===== src/rtl/ramb16_s1_fifo_pkg.sv =====
// rtl/ramb16_s1_fifo_pkg.sv - shared constants and types for the RAMB16_S1 FIFO controller
package ramb16_s1_fifo_pkg;

    localparam int ADDR_W   = 14;
    localparam int DEPTH    = 2 ** ADDR_W;
    localparam int OQ_DEPTH = 2;
    localparam int LVL_W    = $clog2(OQ_DEPTH + 1);

    typedef logic [ADDR_W-1:0] ptr_t;
    typedef logic [ADDR_W:0]   cnt_t;
    typedef logic [LVL_W-1:0]  lvl_t;

    localparam cnt_t CNT_DEPTH = cnt_t'(DEPTH);

endpackage


===== src/rtl/ramb16_s1_fifo_ctrl_if.sv =====
// rtl/ramb16_s1_fifo_ctrl_if.sv - push/pop valid-ready handshake bundle
interface ramb16_s1_fifo_ctrl_if;

    logic wr_valid;
    logic wr_ready;
    logic wr_data;
    logic rd_valid;
    logic rd_ready;
    logic rd_data;

    modport master (
        output wr_valid, wr_data, rd_ready,
        input  wr_ready, rd_valid, rd_data
    );

    modport slave (
        input  wr_valid, wr_data, rd_ready,
        output wr_ready, rd_valid, rd_data
    );

endinterface


===== src/rtl/ramb16_s1_fifo_oq.sv =====
// rtl/ramb16_s1_fifo_oq.sv - two-entry output queue feeding the pop port
module ramb16_s1_fifo_oq
    import ramb16_s1_fifo_pkg::*;
(
    input  logic i_clk,
    input  logic i_rst_n,
    input  logic i_load,
    input  logic i_din,
    input  logic i_pop,
    output lvl_t o_level,
    output logic o_head
);

    lvl_t r_level;
    logic r_q0;
    logic r_q1;

    // r_q0 is always the head; a simultaneous load+pop on a single entry replaces it in place
    always_ff @(posedge i_clk or negedge i_rst_n) begin
        if (!i_rst_n) begin
            r_level <= '0;
            r_q0    <= 1'b0;
            r_q1    <= 1'b0;
        end else begin
            case ({i_load, i_pop})
                2'b10: begin
                    if (r_level == lvl_t'(0)) r_q0 <= i_din;
                    else                      r_q1 <= i_din;
                    r_level <= r_level + lvl_t'(1);
                end
                2'b01: begin
                    r_q0    <= r_q1;
                    r_level <= r_level - lvl_t'(1);
                end
                2'b11: begin
                    if (r_level == lvl_t'(1)) begin
                        r_q0 <= i_din;
                    end else begin
                        r_q0 <= r_q1;
                        r_q1 <= i_din;
                    end
                end
                default: ;
            endcase
        end
    end

    assign o_level = r_level;
    assign o_head  = r_q0;

endmodule


===== src/rtl/ramb16_s1_fifo_ctrl.sv =====
// rtl/ramb16_s1_fifo_ctrl.sv - bit-serial FIFO controller driving a 16Kx1 single-port RAM
// Optional macro RAMB16_S1_FIFO_BYPASS_EN lets pushes into a drained FIFO skip the RAM.
module ramb16_s1_fifo_ctrl
    import ramb16_s1_fifo_pkg::*;
(
    input  logic                 i_clk,
    input  logic                 i_rst_n,
    ramb16_s1_fifo_ctrl_if.slave fifo_if,
    output cnt_t                 o_count,
    output logic                 o_full,
    output logic                 o_empty,
    output ptr_t                 o_ram_addr,
    output logic                 o_ram_di,
    output logic                 o_ram_en,
    output logic                 o_ram_we,
    output logic                 o_ram_ssr,
    input  logic                 i_ram_do
);

    ptr_t r_wr_ptr;
    ptr_t r_rd_ptr;
    cnt_t r_ram_cnt;
    logic r_inflight;

    lvl_t       w_oq_level;
    logic       w_oq_head;
    logic       w_pop;
    logic [2:0] w_level;
    logic       w_pf_ok;
    logic       w_urgent;
    logic       w_full;
    logic       w_wr_ready;
    logic       w_wr_fire;
    logic       w_byp;
    logic       w_wr_ram;
    logic       w_rd_gnt;
    logic       w_load;
    logic       w_load_data;
    cnt_t       w_count;

    assign w_pop   = fifo_if.rd_ready && (w_oq_level != lvl_t'(0));
    // Projected queue fill after this cycle's pop, counting the read already in flight
    assign w_level = 3'(w_oq_level) + 3'(r_inflight) - 3'(w_pop);
    assign w_pf_ok  = (r_ram_cnt != '0) && (w_level < 3'd2);
    assign w_urgent = w_pf_ok && (w_level == 3'd0);
    assign w_full   = (r_ram_cnt == CNT_DEPTH);

    assign w_wr_ready = i_rst_n && !w_full && !w_urgent;
    assign w_wr_fire  = fifo_if.wr_valid && w_wr_ready;

`ifdef RAMB16_S1_FIFO_BYPASS_EN
    assign w_byp = w_wr_fire && (r_ram_cnt == '0) && !r_inflight && (w_level < 3'd2);
`else
    assign w_byp = 1'b0;
`endif

    assign w_wr_ram    = w_wr_fire && !w_byp;
    assign w_rd_gnt    = w_pf_ok && (w_urgent || !w_wr_fire);
    assign w_load      = r_inflight || w_byp;
    assign w_load_data = r_inflight ? i_ram_do : fifo_if.wr_data;

    always_ff @(posedge i_clk or negedge i_rst_n) begin
        if (!i_rst_n) begin
            r_wr_ptr   <= '0;
            r_rd_ptr   <= '0;
            r_ram_cnt  <= '0;
            r_inflight <= 1'b0;
        end else begin
            if (w_wr_ram) r_wr_ptr <= r_wr_ptr + ptr_t'(1);
            if (w_rd_gnt) r_rd_ptr <= r_rd_ptr + ptr_t'(1);
            r_inflight <= w_rd_gnt;
            case ({w_wr_ram, w_rd_gnt})
                2'b10:   r_ram_cnt <= r_ram_cnt + cnt_t'(1);
                2'b01:   r_ram_cnt <= r_ram_cnt - cnt_t'(1);
                default: r_ram_cnt <= r_ram_cnt;
            endcase
        end
    end

    ramb16_s1_fifo_oq u_oq (
        .i_clk   (i_clk),
        .i_rst_n (i_rst_n),
        .i_load  (w_load),
        .i_din   (w_load_data),
        .i_pop   (w_pop),
        .o_level (w_oq_level),
        .o_head  (w_oq_head)
    );

    assign w_count = r_ram_cnt + cnt_t'(r_inflight) + cnt_t'(w_oq_level);

    assign fifo_if.wr_ready = w_wr_ready;
    assign fifo_if.rd_valid = (w_oq_level != lvl_t'(0));
    assign fifo_if.rd_data  = w_oq_head;

    assign o_count    = w_count;
    assign o_full     = w_full;
    assign o_empty    = (w_count == '0);
    assign o_ram_addr = w_wr_fire ? r_wr_ptr : r_rd_ptr;
    assign o_ram_di   = fifo_if.wr_data;
    assign o_ram_en   = w_wr_ram || w_rd_gnt;
    assign o_ram_we   = w_wr_ram;
    assign o_ram_ssr  = 1'b0;

endmodule

===== src/flat_wrapper.sv =====
// flat-port wrapper written by rule: the top's interface ports become plain ports
module ramb16_s1_fifo_ctrl_flat import ramb16_s1_fifo_pkg::*;
  (i_clk, i_rst_n, o_count, o_full, o_empty, o_ram_addr, o_ram_di, o_ram_en, o_ram_we, o_ram_ssr, i_ram_do, fifo_if_wr_valid, fifo_if_wr_data, fifo_if_rd_ready, fifo_if_wr_ready, fifo_if_rd_valid, fifo_if_rd_data);
  ramb16_s1_fifo_ctrl_if fifo_if_i ();
  input  logic i_clk;
  input  logic i_rst_n;
  output cnt_t o_count;
  output logic o_full;
  output logic o_empty;
  output ptr_t o_ram_addr;
  output logic o_ram_di;
  output logic o_ram_en;
  output logic o_ram_we;
  output logic o_ram_ssr;
  input  logic i_ram_do;
  input wire logic [$bits(fifo_if_i.wr_valid)-1:0] fifo_if_wr_valid;
  input wire logic [$bits(fifo_if_i.wr_data)-1:0] fifo_if_wr_data;
  input wire logic [$bits(fifo_if_i.rd_ready)-1:0] fifo_if_rd_ready;
  output wire logic [$bits(fifo_if_i.wr_ready)-1:0] fifo_if_wr_ready;
  output wire logic [$bits(fifo_if_i.rd_valid)-1:0] fifo_if_rd_valid;
  output wire logic [$bits(fifo_if_i.rd_data)-1:0] fifo_if_rd_data;
  assign fifo_if_i.wr_valid = fifo_if_wr_valid;
  assign fifo_if_i.wr_data = fifo_if_wr_data;
  assign fifo_if_i.rd_ready = fifo_if_rd_ready;
  assign fifo_if_wr_ready = fifo_if_i.wr_ready;
  assign fifo_if_rd_valid = fifo_if_i.rd_valid;
  assign fifo_if_rd_data = fifo_if_i.rd_data;
  ramb16_s1_fifo_ctrl u_core (.i_clk(i_clk), .i_rst_n(i_rst_n), .fifo_if(fifo_if_i), .o_count(o_count), .o_full(o_full), .o_empty(o_empty), .o_ram_addr(o_ram_addr), .o_ram_di(o_ram_di), .o_ram_en(o_ram_en), .o_ram_we(o_ram_we), .o_ram_ssr(o_ram_ssr), .i_ram_do(i_ram_do));
endmodule

===== config.mk =====
export PLATFORM = sky130hd
export DESIGN_NAME = ramb16_s1_fifo_ctrl_flat
export DESIGN_NICKNAME = d
export VERILOG_FILES = /design/src/rtl/ramb16_s1_fifo_pkg.sv /design/src/rtl/ramb16_s1_fifo_ctrl_if.sv /design/src/rtl/ramb16_s1_fifo_oq.sv /design/src/rtl/ramb16_s1_fifo_ctrl.sv /design/src/flat_wrapper.sv
export SDC_FILE = /design/constraint.sdc
export NUM_CORES = 1
export LEC_CHECK = 0
export ABC_AREA = 1
export BUFFER_PORTS_ARGS = -buffer_cell sky130_fd_sc_hd__buf_2
export CORE_ASPECT_RATIO = 0.6
export CORE_MARGIN = 1.5
export CORE_UTILIZATION = 28
export DETAILED_ROUTE_END_ITERATION = 10
export PLACE_DENSITY = 0.41
export SLEW_MARGIN = 20
export SYNTH_ARGS = -nofsm -noshare
export SYNTH_HDL_FRONTEND = slang
export SYNTH_SLANG_ARGS = --single-unit

===== constraint.sdc =====
create_clock -name i_clk -period 5.9 [get_ports i_clk]
set_clock_uncertainty 0.1 [all_clocks]
set_input_delay 0.59 -clock i_clk [delete_from_list [all_inputs] [get_ports i_clk]]
set_output_delay 0.59 -clock i_clk [all_outputs]
set_load 0.02 [all_outputs]

==> results.tsv <==
metric	value	unit
power	3.11	mW
core_area	13900	µm²
postCtsResizedCells	0	
clock_sinks	48	
area_growth_syn_to_layout	14.3	%
ctsRootBufferMaster	clkbuf_16	
setup_viol	0	
final_cell_mix	nand2_1 (205), inv_1 (63), nand3_1 (53)	
drv_cap	0	
dpl_cell_area	4410	µm²
arrival	5.01	ns
postCtsHoldBufs	0	
hp-class	reg -> reg	
fill_cells	1506	
worst_slew_margin_rel	0.546	
io_pins	44	
synth_nets	629	
final_core_utilization	0.333	
cellPowerDensity	672	nW/µm²
grt_use_total	0.167	
drt_iter0_markers	276	
hold_ws	0.383	ns
grt_pass1_vias	3431	
critPathKind	reg -> reg	
synthTopCellsByArea	dfrtp_1 (30%), nand2_1 (19%), ha_1 (7.4%)	
clk_latency	0.29	ns
fp.dieW	158	µm
peakVddDrop	291	µV
syn_area	4050	µm²
routed_wl	12000	µm
synthCells	595	
fin_area	4630	µm²
place.port_buffers	42	
dpl_worst_slack	1.03	ns
post-route-drc-count	0	
worst_pin_slew	0.674	ns
final_max_slew_viol_count	0	
post_drt_via_cell_ratio	4.61	
crit_path_max_incr_delay	0.58	ns
nets	666	
die_h	96.1	µm
firstDrtPassIters	5	
finalCritPeriodShare	0.834	
status	complete, no violations	
setup_ws	0.978	ns
dieArea	15200	µm²
ys_ff_latch	48	
hpwl	9510	µm
cts_setup_buffers	0	
row_count	33	
vias	3805	
timing.final.hold_violations	0	
clkTransAtPathRegs	0.07	ns
start_util	0.292	
synth_area_per_cell	6.80	µm²
cp_data_required_time	5.99	ns
tns	0	ns
cts_buffers	5	
routabilityCongestion	0.833	
fmax	203	MHz
numPlacedInstances	817	
layout.cells.non_filler	825	
cts_tree	done	
seq_area_frac_synth	0.297	
synth_top_area_cell	dfrtp_1	
grt_pass1_wl	19200	µm
crit_path_top_delay_cell	ha_1	
antenna_found_initial	0	
timing.critical_path.buf_inv	7	
layout_commonest_cell	nand2_1	
ant_nets	0	
critical_path.max_fanout	16	
num_antenna_cells	0	
grt_overflow_total	0	
grt_setup_unrepaired	false	
cp_top_family	adder cells	
grt_max_degree	61	
yosysTopAreaCellShare	0.297	
register_area	1200	µm²
wl_per_cell	14.6	µm
cp-end-kind	register	
ys_types	39	
worstSetupStartpointType	register	
clk_path_buf_depth	2	
drive_above_1_share	0.114	
leakage	2.36	nW
ys_warn_count	0	
crit_chain	inv_2, ha_1, inv_1, nand2_1, inv_1, ha_1, inv_1, ha_1, inv_1, fa_1, and3_1, and2_1, buf_4, nand2_4, inv_1, ha_1, ha_1, a21oi_1, nor2_1, o21ai_0, nand4_1, nand3_1, nand2_1	
multi_input_area	2460	µm²
cts_max_level	2	
period_minus_slack	4.92	ns
## where the power goes
group | internal (mW) | switching (mW)
clock | 0.286 | 0.135
sequential | 0.443 | 0.176
combinational | 0.713 | 1.36
total | 1.44 | 1.67
## final timing paths
check | cells past startpoint | slack, ns | from | to
min | 2 | 0.38 | u_core.r_wr_ptr[13] | u_core.r_wr_ptr[13]
max in group asynchronous | 2 | 4.83 | i_rst_n | u_core.u_oq.r_q1
max | 23 | 0.98 | u_core.u_oq.o_level[1] | u_core.r_ram_cnt[12]
min reg2reg | 2 | 0.38 | u_core.r_wr_ptr[13] | u_core.r_wr_ptr[13]
max reg2reg | 23 | 0.98 | u_core.u_oq.o_level[1] | u_core.r_ram_cnt[12]
min in group asynchronous | 2 | 0.42 | i_rst_n | u_core.r_wr_ptr[11]
## sequential cells by signal (all words and copies together) (netlist names)
name and cells:
u_core.r_inflight 1, u_core.r_ram_cnt 15, u_core.r_rd_ptr 14, u_core.r_wr_ptr 14, u_core.u_oq.o_head 1, u_core.u_oq.o_level 2, u_core.u_oq.r_q1 1
## per-layer routing
layer,routed length [µm],up-vias,global-route usage,part of all wire
li1,-,1966,-,-
met1,7150,1747,0.284,0.59
met2,4240,85,0.209,0.35
met3,592,7,0.0347,0.049
met4,46,0,0.0164,0.0038
met5,0,-,0,0
## worst min-delay path: stages, from the launching register on
cell     delay (ns)
dfrtp_1        0.34
nand2_1        0.05
nand2_1        0.06
## layout make-up
cell class                      instances  area share
Clock buffer                            5      0.0270
Multi-Input combinational cell        461       0.533
Inverter                               70      0.0571
Clock inverter                          3      0.0195
Tap cell                              192      0.0519
Sequential cell                        48       0.260
Timing Repair Buffer                   46      0.0519
## cells in the mapped netlist
cell type and n:
nand4_1 11, buf_6 5, ha_1 24, nand3_2 3, nand3_1 53, or2_1 1, xnor2_1 13, o21a_1 2
nor2_2 1, conb_1 1, inv_2 6, fa_1 4, o21ai_0 17, nor2_1 50, o211ai_1 1, and3_1 2
nand2_2 1, nor2_4 1, a21boi_2 1, nand2_1 205, nand3_4 1, and2_1 2, nand2_4 1, nand3b_2 1
o22ai_1 2, nor4_1 1, a31oi_1 2, nand3b_1 3, xor2_1 23, mux2_2 1, inv_1 63, buf_2 6
a21oi_1 11, nor3_1 6, dfrtp_1 48, clkinv_2 1, buf_4 3, clkbuf_1 2, o21ai_1 16
## cell families (layout without fill, tap and decap cells)
group / after synthesis / in the layout / share of synthesized area
flip-flops: 48 / 48 / 0.297
AO/OA/AOI/OAI: 52 / 52 / 0.0690
XOR/XNOR: 36 / 36 / 0.0779
buffers and inverters: 86 / 124 / 0.0940
other: 1 / 1 / 0.000927
adder cells (fa/ha/maj): 28 / 28 / 0.0940
AND/OR/NAND/NOR: 343 / 343 / 0.365
multiplexers: 1 / 1 / 0.00278
Note: power is estimated with default switching activity, not from simulation.
